[src/rtl/spike_pkg.sv]
// spike_pkg: shared state enum, window constants and no-spike sentinel for spike_time_capture (SPIKE_CAPTURE_MONOTONIC_CHECK_EN).
`ifndef LOG_TIME_PERIOD
`define LOG_TIME_PERIOD 3
`endif
package spike_pkg;
  typedef enum logic [1:0] {IDLE, CAPTURE, HOLD} capture_state_t;
  function automatic int t_max(input int log_t);
    return (1 << log_t) - 1;
  endfunction
  localparam int LOG_T_DEFAULT = `LOG_TIME_PERIOD;
  localparam int T_MAX = t_max(LOG_T_DEFAULT);
  localparam int NO_SPIKE_TIME = T_MAX;
endpackage

[src/rtl/spike_capture_lane.sv]
// spike_capture_lane: per-line first-rise latch with sticky monotonicity error (SPIKE_CAPTURE_MONOTONIC_CHECK_EN).
module spike_capture_lane
  import spike_pkg::*;
#(
  parameter int LOG_T = LOG_T_DEFAULT
) (
  input  logic             clk,
  input  logic             rst,
  input  logic             clr,
  input  logic             en,
  input  logic [LOG_T-1:0] t,
  input  logic             s,
  output logic [LOG_T-1:0] spike_time,
  output logic             no_spike,
  output logic             err
);
  logic [LOG_T-1:0] time_q, time_d;
  logic             ns_q, ns_d, hit;
  // no_spike doubles as the not-yet-captured flag
  always_comb begin
    hit    = en && ns_q && s;
    time_d = clr ? LOG_T'(t_max(LOG_T)) : hit ? t : time_q;
    ns_d   = clr ? 1'b1 : hit ? 1'b0 : ns_q;
  end
  always_ff @(posedge clk) begin
    if (rst) begin
      time_q <= '0;
      ns_q   <= 1'b1;
    end else begin
      time_q <= time_d;
      ns_q   <= ns_d;
    end
  end
  assign spike_time = time_q;
  assign no_spike   = ns_q;
`ifdef SPIKE_CAPTURE_MONOTONIC_CHECK_EN
  logic err_q, err_d;
  always_comb err_d = clr ? 1'b0 : (en && !ns_q && !s) ? 1'b1 : err_q;
  always_ff @(posedge clk) begin
    if (rst) err_q <= 1'b0;
    else     err_q <= err_d;
  end
  assign err = err_q;
`else
  assign err = 1'b0;
`endif
endmodule

[src/rtl/spike_time_capture.sv]
// spike_time_capture: window FSM, shared time counter and valid/ready handshake over N capture lanes.
// Define SPIKE_CAPTURE_MONOTONIC_CHECK_EN to enable per-line err reporting.
module spike_time_capture
  import spike_pkg::*;
#(
  parameter int N_LINES = 8,
  parameter int LOG_T   = LOG_T_DEFAULT
) (
  input  logic                     clk,
  input  logic                     rst,
  input  logic                     start,
  input  logic [N_LINES-1:0]       spike_in,
  output logic [LOG_T:0]           time_val,
  output logic                     busy,
  output logic [N_LINES*LOG_T-1:0] spike_time,
  output logic [N_LINES-1:0]       no_spike,
  output logic                     out_valid,
  input  logic                     out_ready,
  output logic [N_LINES-1:0]       err
);
  localparam logic [LOG_T:0] TM = (LOG_T+1)'(t_max(LOG_T));
  capture_state_t state_q, state_d;
  logic [LOG_T:0] time_q, time_d;
  logic busy_q, busy_d, valid_q, valid_d, go, last;
  always_comb begin
    go      = start && (state_q == IDLE || (state_q == HOLD && out_ready));
    last    = time_q == TM;
    state_d = go ? CAPTURE :
              state_q == CAPTURE ? (last ? HOLD : CAPTURE) :
              (state_q == HOLD && out_ready) ? IDLE : state_q;
    time_d  = (state_q == CAPTURE && !last) ? time_q + 1'b1 : '0;
    busy_d  = state_d == CAPTURE;
    valid_d = state_d == HOLD;
  end
  always_ff @(posedge clk) begin
    if (rst) begin
      state_q <= IDLE;
      time_q  <= '0;
      busy_q  <= 1'b0;
      valid_q <= 1'b0;
    end else begin
      state_q <= state_d;
      time_q  <= time_d;
      busy_q  <= busy_d;
      valid_q <= valid_d;
    end
  end
  assign time_val  = time_q;
  assign busy      = busy_q;
  assign out_valid = valid_q;
  for (genvar i = 0; i < N_LINES; i++) begin : g_lane
    spike_capture_lane #(.LOG_T(LOG_T)) u_lane (
      .clk       (clk),
      .rst       (rst),
      .clr       (go),
      .en        (state_q == CAPTURE),
      .t         (time_q[LOG_T-1:0]),
      .s         (spike_in[i]),
      .spike_time(spike_time[i*LOG_T +: LOG_T]),
      .no_spike  (no_spike[i]),
      .err       (err[i])
    );
  end
endmodule

[config.mk]
export PLATFORM = sky130hd
export DESIGN_NAME = spike_time_capture
export DESIGN_NICKNAME = d
export VERILOG_FILES = /design/src/rtl/spike_pkg.sv /design/src/rtl/spike_capture_lane.sv /design/src/rtl/spike_time_capture.sv
export SDC_FILE = /design/constraint.sdc
export NUM_CORES = 1
export LEC_CHECK = 0
export BUFFER_PORTS_ARGS = -buffer_cell sky130_fd_sc_hd__buf_2
export CAP_MARGIN = 20
export CORE_MARGIN = 4
export CORE_UTILIZATION = 52
export DETAILED_ROUTE_END_ITERATION = 8
export GPL_TIMING_DRIVEN = 1
export PLACE_DENSITY = 0.88
export SLEW_MARGIN = 30
export SYNTH_ARGS = -nofsm -noshare
export SYNTH_HDL_FRONTEND = slang
export SYNTH_SLANG_ARGS = --single-unit
[constraint.sdc]
create_clock -name clk -period 2.8 [get_ports clk]
set_clock_uncertainty 0.2 [all_clocks]
set_input_delay 0.42 -clock clk [delete_from_list [all_inputs] [get_ports clk]]
set_output_delay 0.42 -clock clk [all_outputs]
set_load 0.03 [all_outputs]
# After elaboration in Yosys (flattened, before gate mapping)
# Cells that the tools add are included.
# totals
reg_bits,40
inputBits,12
elab_cells,79
output_inout_bits,46
# classes
add_sub_neg,1
muxes,20
reduce_logical,32
n_eq_ne,5
bitwise,1
# ops
cell,n
$mux 3,16
$logic_and 1x1->1,19
$reduce_bool 2->1,8
$mux 2,4
$add 4x1->4 const B,1
$eq 2x1->1 const B,2
$eq 2x2->1 const B,2
$eq 4x3->1 const B,1
$reduce_or 2->1,2
$logic_not 2->1,1
$logic_not 1->1,1
$logic_or 1x1->1,1
$not 1->1,1

# Depth between registers and ports, before layout
# Gate-level depths: netlist of the first run.
# logic_depth
word_depth,6
mapped_depth,4
depth_no_buf,4

# Cells and area by module
# Synthesis of the first run repeated with hierarchy kept, for this count alone.
# hier_totals
cells_unflattened,185
area_unflattened_um2,1709.1
# by_module_without_submodules
mod,area_per_inst_um2,cells_per_inst,instances,seq_area_each_um2
spike_capture_lane,175.2,19,8,80.1
spike_time_capture,307.8,33,1,160.2

# Worst setup path after synthesis of the first run
# OpenSTA, ideal clock, no wires.
# synth_timing
path_type,register -> register
from,reg time_q[0] (netlist: time_val[0])
to,reg time_q[3] (netlist: time_val[3])
t_required_ns,2.536
n_path_buf,0
arrival_time_ns,1.432
setup_slack_ns,1.103
synth_period_minus_slack_ns,1.697
setup_ns,0.064
path_stages_with_launch,5
path_cell_list,dfxtp_1 > ha_1 > and3b_1 > or4b_4 > nor2_1
# synth_via
elab_chain_len,5
word_cells_on_any_way,6
cone_classes,1 x add/sub; 1 x eq/ne; 1 x bitwise; 3 x reduce/logical
# synth_rtl
item,line,source
start: declaration,spike_time_capture.sv:23,"logic [LOG_T:0] time_q, time_d;"
start signal: assignment,spike_time_capture.sv:43,time_q <= time_d;
$eq 4x3->1,spike_time_capture.sv:27,last = time_q == TM;
$logic_not 1->1,spike_time_capture.sv:31,time_d = (state_q == CAPTURE && !last) ? time_q + 1'b1 : '0;
$logic_and 1x1->1,spike_time_capture.sv:31,
$not 1->1 (no source line),-,
$reduce_or 2->1 (no source line),-,
# Parallel ways exist; a longest one is shown, timed or not.
# A chain may end at the register's enable or synchronous reset.

# Worst setup path in the final report of the first run
# layout_timing
from,reg state_q[0]
to,reg g_lane[6].u_lane.time_q[0]
# layout_via
elab_chain_len,5
word_cells_on_any_way,10
cone_classes,2 x eq/ne; 1 x mux; 7 x reduce/logical
# layout_rtl
item,line,source
start: declaration,spike_time_capture.sv:22,"capture_state_t state_q, state_d;"
start signal: assignment,spike_time_capture.sv:42,state_q <= state_d;
$eq 2x2->1,spike_time_capture.sv:26,go = start && (state_q == IDLE || (state_q == HOLD && out_ready));
$logic_and 1x1->1,spike_time_capture.sv:26,
$logic_or 1x1->1,spike_time_capture.sv:26,
$logic_and 1x1->1,spike_time_capture.sv:26,
$mux 3 or $reduce_bool 2->1 (tied branches),-,
end signal: assignment,spike_capture_lane.sv:30,time_q <= time_d;
end: declaration,spike_capture_lane.sv:17,"logic [LOG_T-1:0] time_q, time_d;"
# Parallel ways exist; a longest one is shown, timed or not.

==> results_dict.tcl, run 1 <==
set metrics [dict create \
    status "finished clean" \
    synth_edf_count 0 \
    synth_cell_types 24 \
    nets 217 \
    fmax_ghz 0.522 \
    instances_no_fill 249 \
    synth_most_common_cell "dfxtp_1" \
    grt_antenna_before_repair 0 \
    firstDrtPassIters 4 \
    critPathArrivalTime_ns 1.92 \
    vias 1233 \
    cts_resized 0 \
    gp_congestion 0.776 \
    cap_violations 0 \
    tightest_slew_ns 0.718 \
    die_area_um2 4100 \
    critical_path.max_fanout 25 \
    hp-class "in2reg" \
    yosysWarnings 0 \
    routed_via_density 4.95 \
    overflow 0 \
    htreeDepth 2 \
    antenna_cells 0 \
    relSlewSlack_pct 52.0 \
    worst_setup_path_end_kind "flop" \
    p_leak_nw 0.977 \
    initial_utilization_pct 53.8 \
    start_kind "flop" \
    synth_top_area_share_pct 49.1 \
    setup_viol 0 \
    routedWlPerCell_um 13.8 \
    port_buffers 49 \
    p_per_area_nw_per_um2 669 \
    row_count 20 \
    grt.total_usage_pct 18.0 \
    synth.largest_area_cell "dfxtp_1" \
    seqCellArea_um2 801 \
    fillerInstances 292 \
    grt_pass1_vias 1188 \
    p_total_mw 1.24 \
    multiInputGateArea_um2 688 \
    peakVddDrop_v 0.000398 \
    cts.sinks 40 \
    fin_util_pct 61.3 \
    dpl_worst_slack_ns 0.772 \
    synthCells 167 \
    fp.dieH_um 64.0 \
    synth_area_um2 1630 \
    final_max_slew_viol_count 0 \
    hold_viol 0 \
    cts-root-buf "clkbuf_4" \
    core_area_um2 3030 \
    clock_path_buffers 2 \
    pin_count 58 \
    clk_latency_ns 0.36 \
    dp.cells 241 \
    synth_ff_type "dfxtp_1" \
    synth_top_cells_by_area "dfxtp_1, mux2i_1, o21ai_0" \
    cts_setup_buffers 0 \
    drcViolationCount 0 \
    grt_pass1_wl_um 5530 \
    drive_gt1_share_pct 27.3 \
    grt_start_max_net_pins 33 \
    ys_async_sr_fraction_pct 0 \
    synthToLayoutAreaGrowth_pct 13.8 \
    die_w_um 64.0 \
    totalWireLength_um 3440 \
    drtAntennaViolNets 0 \
    holdBufCountCts 0 \
    drtIter0Drc 83 \
    worst-setup-path-type "reg2reg" \
    avgSynthCellArea_um2 9.76 \
    required_ns 2.80 \
    tns_ns 0 \
    finalCriticalPeriod_ns 1.92 \
    path_clk_slew_ns 0.10 \
    ys_seq_area_share_pct 49.1 \
    cts_tree "yes" \
    fin_crit_sh_pct 68.4 \
    fin_ws_ns 0.883 \
    synth-seq-cells 40 \
    synthTopCellsByCount "dfxtp_1, mux2i_1, o21ai_0" \
    rsz0062_at_grt "false" \
    place_hpwl_um 2430 \
    cts_buffers 5 \
]
## state kept, by name (all words and copies together), names as in the netlist
name,cells
time_val,4
busy,1
state_q,2
g_lane.u_lane.no_spike,8
g_lane.u_lane.spike_time,24
out_valid,1
## path summary, 6_finish.rpt
path | cells after the start | slack (ns) | end | startpoint
max | 3 | 0.88 | g_lane[6].u_lane.spike_time[0] | state_q[0]
min | 3 | 0.16 | out_valid | out_ready
max reg2reg | 3 | 0.88 | g_lane[6].u_lane.spike_time[0] | state_q[0]
min reg2reg | 2 | 0.26 | g_lane[2].u_lane.no_spike | g_lane[2].u_lane.no_spike
## power by group
part,switching (mW),total [mW],internal (mW),leakage (nW)
clock network,0.177,0.301,0.124,0.0326
registers,0.0379,0.661,0.623,0.331
logic,0.194,0.279,0.0852,0.614
## cells by family after synthesis
group / Yosys count / synth area share (%)
DFF: 40 / 49.1
xor gates and xnor gates: 2 / 1.07
buffers and inverters: 28 / 10.3
AOI/OAI and AO/OA: 30 / 9.36
other: 1 / 0.230
and+or+nand+nor: 41 / 14.4
adders and majority gates: 1 / 0.767
muxes: 24 / 14.7
## cells in the final DEF, fill, tap and decap left out, drive strengths merged, types with 2 or more instances in the layout
cell type   n
or4b        2
dfxtp      40
a21oi       3
o21ai      26
mux2i      24
nand2      19
buf        49
inv         2
nand4b      8
nor2        4
conb        8
nand3b      3
clkbuf      8
nor2b       2
## cell type report
type	count	share of cell area (%)
tap	44	2.97
timing repair buffer	49	13.2
clock buffer	8	3.17
sequential	40	43.2
multi-input combinational	106	37.1
inverter	2	0.405
## metrics by stage
| stage | hold WS, ns | area [um^2] |
|---|---|---|
| floorplan | 0.236 | 1660 |
| global placement | 0.240 | 1800 |
| detailed placement | 0.245 | 1800 |
| CTS | 0.152 | 1860 |
| global route | 0.165 | 1860 |
| finish | 0.162 | 1860 |
## worst max-delay path, cell delays in order, from the launching register on
cell	delay (ns)
dfxtp_1	0.62
nor2b_1	0.14
nand3b_1	0.58
o21ai_0	0.22
## layer usage
layer / global-route usage [%] / vias to the layer above / wire length (um)
li1: - / 623 / -
met1: 21.6 / 566 / 1530
met3: 3.69 / 7 / 189
met5: 0 / - / 0
met2: 28.6 / 37 / 1640
met4: 12.1 / 0 / 76
Note: power is estimated with default switching activity, not from simulation.
==> run 2, diff against run 1 <==
--- a/config.mk
+++ b/config.mk
@@ -8,10 +8,10 @@
 export BUFFER_PORTS_ARGS = -buffer_cell sky130_fd_sc_hd__buf_2
 export CAP_MARGIN = 20
 export CORE_MARGIN = 4
-export CORE_UTILIZATION = 52
+export CORE_UTILIZATION = 44
 export DETAILED_ROUTE_END_ITERATION = 8
 export GPL_TIMING_DRIVEN = 1
-export PLACE_DENSITY = 0.88
+export PLACE_DENSITY = 0.8
 export SLEW_MARGIN = 30
 export SYNTH_ARGS = -nofsm -noshare
 export SYNTH_HDL_FRONTEND = slang
==> constraint.sdc (replaced) <==
create_clock -name clk -period 1.7 [get_ports clk]
set_clock_uncertainty 0.2 [all_clocks]
set_input_delay 0.255 -clock clk [delete_from_list [all_inputs] [get_ports clk]]
set_output_delay 0.255 -clock clk [all_outputs]
set_load 0.03 [all_outputs]
==> run 2 against run 1 <==
Flip-flop and latch count did not move. Routed wire length rose by 6.0%. Clock-buffer cell count did not move. Die area rose by 16%. Highest routed layer unchanged. Total power rose by 79%. Maximum frequency rose by 19%. Clock power rose by 110%. Largest cell class unchanged. Worst hold slack got worse by 0.084 ns.
==> results_dict.tcl, run 2 (synthesis gave the netlist of run 1 again) <==
set metrics [dict create \
    status "finished clean" \
    initial_utilization_pct 47.0 \
    grt_pass1_vias 1224 \
    routed_via_density 5.01 \
    critical-path-top-delay-family "simple AND/OR/NAND/NOR gates" \
    setup_viol 0 \
    clock_path_buffers 2 \
    p_total_mw 2.22 \
    swShare_pct 31.4 \
    grt_pass1_wl_um 5830 \
    cts.sinks 40 \
    vias 1317 \
    p_leak_nw 1.05 \
    grt_antenna_before_repair 0 \
    path_cells "ha_1, and3b_1, or4b_4, nor2_1" \
    drcViolationCount 0 \
    clk_latency_ns 0.29 \
    comb_power_share_pct 22.4 \
    grt_start_max_net_pins 26 \
    tns_ns 0 \
    hold_start "out_ready" \
    worstReg2RegStart "time_val[0]" \
    p_per_area_nw_per_um2 1110 \
    rrSetupSlack_ns 0.09 \
    cpPeakStageDelay_ns 0.52 \
    power_frac_clock_pct 28.9 \
    required_ns 1.73 \
    layout_common_cells "buf_2, dfxtp_1, mux2i_1, o21ai_0, nand2_1" \
    synthToLayoutAreaGrowth_pct 22.3 \
    nets 229 \
    fin_area_um2 1990 \
    worst-setup-path-type "reg2reg" \
    cts-root-buf "clkbuf_8" \
    rsz0062_at_grt "false" \
    die_area_um2 4740 \
    p_int_mw 1.52 \
    p_seq_share_pct 48.7 \
    drive_gt1_share_pct 31.8 \
    critical_path.max_fanout 4 \
    pin_count 58 \
    final_max_slew_viol_count 0 \
    peakVddDrop_v 0.000627 \
    place_area_um2 1900 \
    worst_setup_path_end_kind "flop" \
    critPathArrivalTime_ns 1.64 \
    gp_congestion 0.708 \
    place_hpwl_um 2520 \
    switchingPower_uw 698 \
    overflow 0 \
    final_common_cell "buf_2" \
    fin_crit_sh_pct 94.9 \
    core_area_um2 3470 \
    dp.cells 255 \
    hp-class "in2reg" \
    totalWireLength_um 3640 \
    critPathBufInv 0 \
    cap_violations 0 \
    path_clk_slew_ns 0.07 \
    cp_slowest_cell "or4b_4" \
    grt.total_usage_pct 16.8 \
    row_count 21 \
    instances_no_fill 263 \
    cts_buffers 5 \
    port_buffers 49 \
    fin_util_pct 57.5 \
    drtIter0Drc 78 \
    finalCriticalPeriod_ns 1.61 \
    drtAntennaViolNets 0 \
    cts_tree "yes" \
    start_kind "flop" \
    antenna_cells 0 \
    die_w_um 68.9 \
    routedWlPerCell_um 13.8 \
    firstDrtPassIters 4 \
    largest_register_ffs 24 \
    crit_start "time_val[0]" \
    htreeDepth 2 \
    fmax_ghz 0.620 \
    fp.dieH_um 68.9 \
    hold_viol 0 \
]
==> run 2: cell types whose count changed in the layout (fill, tap and decap cells not counted), sizes merged <==
cell  delta
buf     +12
==> run 2: layer usage <==
metal / global-route usage (%) / share of wire [%] / wire [um] / vias to the layer above
met1: 22.2 / 48 / 1760 / 623
met5: 0 / 0 / 0 / -
met4: 5.11 / 1.2 / 42 / 0
met2: 25.5 / 43 / 1570 / 39
li1: - / - / - / 649
met3: 6.00 / 7.4 / 268 / 6
==> run 2: final timing paths <==
kind / end / cells past startpoint
max: time_val[2] / 4
min: out_valid / 3
max reg2reg: time_val[2] / 4
min reg2reg: g_lane[1].u_lane.no_spike / 2
==> run 2: power by group through the flow <==
stage | clock network (mW) | logic (mW) | registers [mW]
floorplan | 0 | 0.225 | 1.24
global placement | 0 | 0.494 | 1.10
detailed placement | 0 | 0.499 | 1.10
CTS | 0.659 | 0.501 | 1.08
global route | 0.702 | 0.541 | 1.09
finish | 0.642 | 0.498 | 1.08
==> run 2: metrics by stage <==
stage / worst slack (ns) / hold WS (ns)
final: 0.0874 / 0.0783
after CTS: 0.0843 / 0.0739
after detailed placement: 0.0977 / 0.252
after global routing: 0.0127 / 0.0984
after global placement: 0.124 / 0.244
after floorplan: 0.00335 / 0.235
==> run 2: cell type report <==
| cell class | instances | area (um^2) |
|---|---|---|
| sequential | 40 | 802 |
| tap | 46 | 57.6 |
| inverter | 2 | 7.51 |
| multi-input combinational | 106 | 688 |
| timing repair buffer | 61 | 348 |
| clock buffer | 8 | 90.1 |
| fill | 341 | 1480 |
==> run 2: worst min-delay path: cells and delay by family <==
kind,cells,cell delay [ns]
buffers and inverters,1,0.10
and+or+nand+nor,1,0.10
AOI/OAI and AO/OA,1,0.06
==> run 2: repair_timing <==
item	in CTS	in global routing
setup endpoints to repair	0	5
hold buffers	0	0
setup buffers	0	0
gates resized for setup	0	1
==> run 3, diff against run 2 <==
--- a/config.mk
+++ b/config.mk
@@ -8,10 +8,10 @@
 export BUFFER_PORTS_ARGS = -buffer_cell sky130_fd_sc_hd__buf_2
 export CAP_MARGIN = 20
 export CORE_MARGIN = 4
-export CORE_UTILIZATION = 44
+export CORE_UTILIZATION = 48
 export DETAILED_ROUTE_END_ITERATION = 8
 export GPL_TIMING_DRIVEN = 1
-export PLACE_DENSITY = 0.8
+export PLACE_DENSITY = 0.82
 export SLEW_MARGIN = 30
 export SYNTH_ARGS = -nofsm -noshare
 export SYNTH_HDL_FRONTEND = slang
==> constraint.sdc (replaced) <==
create_clock -name clk -period 1.6 [get_ports clk]
set_clock_uncertainty 0.2 [all_clocks]
set_input_delay 0.24 -clock clk [delete_from_list [all_inputs] [get_ports clk]]
set_output_delay 0.24 -clock clk [all_outputs]
set_load 0.03 [all_outputs]
==> run 3 against run 2 <==
Clock power is 20% lower. The flow now finishes with violations (setup timing). First-iteration DRC count is 13% lower. Largest cell class unchanged. Clock-buffer cell count unchanged. Die area fell by 7.4%. Core utilization is 6.2 points higher.
==> results_dict.tcl, run 3 (synthesis gave the netlist of run 1 again) <==
set metrics [dict create \
    hold_viol 0 \
    start_kind "flop" \
    fin_ws_ns -0.00251 \
    grt_antenna_before_repair 0 \
    status "finished with violations" \
    grt_pass1_vias 1217 \
    cts.sinks 40 \
    tns_ns -0.00476 \
    critPathArrivalTime_ns 1.68 \
    dp.cells 254 \
    row_count 20 \
    grt_start_max_net_pins 26 \
    p_total_mw 2.21 \
    failed_checks "setup timing" \
    p_leak_nw 1.05 \
    htreeDepth 2 \
    drtAntennaViolNets 0 \
    required_ns 1.67 \
    worst_setup_path_end_kind "flop" \
    worstReg2RegStart "time_val[0]" \
    place_hpwl_um 2550 \
    instances_no_fill 264 \
    drive_gt1_share_pct 34.5 \
    overflow 0 \
    routedWlPerCell_um 13.7 \
    die_w_um 66.3 \
    peakVddDrop_v 0.000494 \
    die_area_um2 4390 \
    holdPathStages 2 \
    initial_utilization_pct 51.7 \
    fin_crit_sh_pct 100 \
    drtIter0Drc 68 \
    finalCriticalPeriod_ns 1.60 \
    hold_start "rst" \
    firstDrtPassIters 4 \
    rrSetupSlack_ns -0.003 \
    port_buffers 49 \
    vias 1320 \
    grt_util_met2_pct 27.0 \
    p_per_area_nw_per_um2 1100 \
    core_area_um2 3150 \
    gr-max-usage-layer "met2" \
    cts_tree "yes" \
    dpl_worst_slack_ns 0.0266 \
    cap_violations 0 \
    grt_pass1_wl_um 5500 \
    layout_common_cells "buf_2, dfxtp_1, mux2i_1, o21ai_0, nand2_1" \
    cts_buffers 5 \
    rr_worst_depth 4 \
    largest_register_ffs 24 \
    use_met3_pct 4.25 \
    drcViolationCount 0 \
    clock_path_buffers 2 \
    fin_util_pct 63.7 \
    gp_congestion 0.766 \
    critical_path.max_fanout 4 \
    antenna_cells 0 \
    totalWireLength_um 3630 \
    fp.dieH_um 66.3 \
    clk_latency_ns 0.34 \
    rsz0062_at_grt "true" \
    fmax_ghz 0.624 \
    setup_viol 2 \
    grtUsageMet1_pct 19.7 \
    cts-root-buf "clkbuf_4" \
    path_clk_slew_ns 0.10 \
    nets 232 \
    pin_count 58 \
    worst-setup-path-type "reg2reg" \
    synthToLayoutAreaGrowth_pct 23.1 \
    final_common_cell "buf_2" \
    final_max_slew_viol_count 0 \
    r2r-end "time_val[1]" \
    min_delay_worst_endpoint "state_q[1]" \
    hp-class "in2reg" \
    grt.total_usage_pct 16.5 \
    routed_via_density 5.00 \
]
## run 3: metrics by stage
stage                     hold slack [ns]  cell area [um^2]
after global routing               0.0220              2010
after global placement              0.244              1910
after detailed placement            0.253              1910
final                              0.0310              2010
after CTS                         0.00843              1980
after floorplan                     0.220              1660
## run 3: routing by layer
layer / wire length (um) / share of wire, %
met1: 1680 / 46
met5: 0 / 0
met2: 1620 / 45
met3: 263 / 7.3
met4: 64 / 1.8
## run 3: worst max path at each step
stage	from	to	slack (ns)	cells after the start
6_report	time_val[0]	time_val[1]	-0.003	4
5_1_grt	time_val[0]	time_val[0]	-0.03	4
4_1_cts	time_val[0]	time_val[2]	0.0002	4
3_5_place_dp	time_val[0]	time_val[2]	0.03	4
3_3_place_gp	time_val[0]	time_val[3]	0.08	4
2_1_floorplan	time_val[3]	time_val[3]	0.004	3
## run 3: final cells by class
| class | count | area, um^2 |
|---|---|---|
| clock buffer | 8 | 58.8 |
| tap | 44 | 55.1 |
| timing repair buffer | 64 | 375 |
| sequential | 40 | 805 |
| fill | 275 | 1150 |
| inverter | 2 | 7.51 |
| multi-input combinational | 106 | 706 |
## run 3: timing repair
action	4_1_cts	5_1_grt
hold buffers	1	0
buffers inserted	0	1
endpoints found under the hold margin	1	0
gates resized for setup	0	5
setup endpoints to repair	0	13
## run 3: power by group
part,internal (mW),switching [mW],leakage (nW),total (mW)
combinational,0.182,0.359,0.688,0.541
sequential,1.09,0.0578,0.332,1.15
clock,0.217,0.299,0.0326,0.516
total,1.49,0.715,1.05,2.21
## run 3: critical path, stage by stage, from the launching register on
cell     delay (ns)
dfxtp_2        0.35
ha_4           0.16
and3b_1        0.17
or4b_4         0.56
nor2_1         0.10
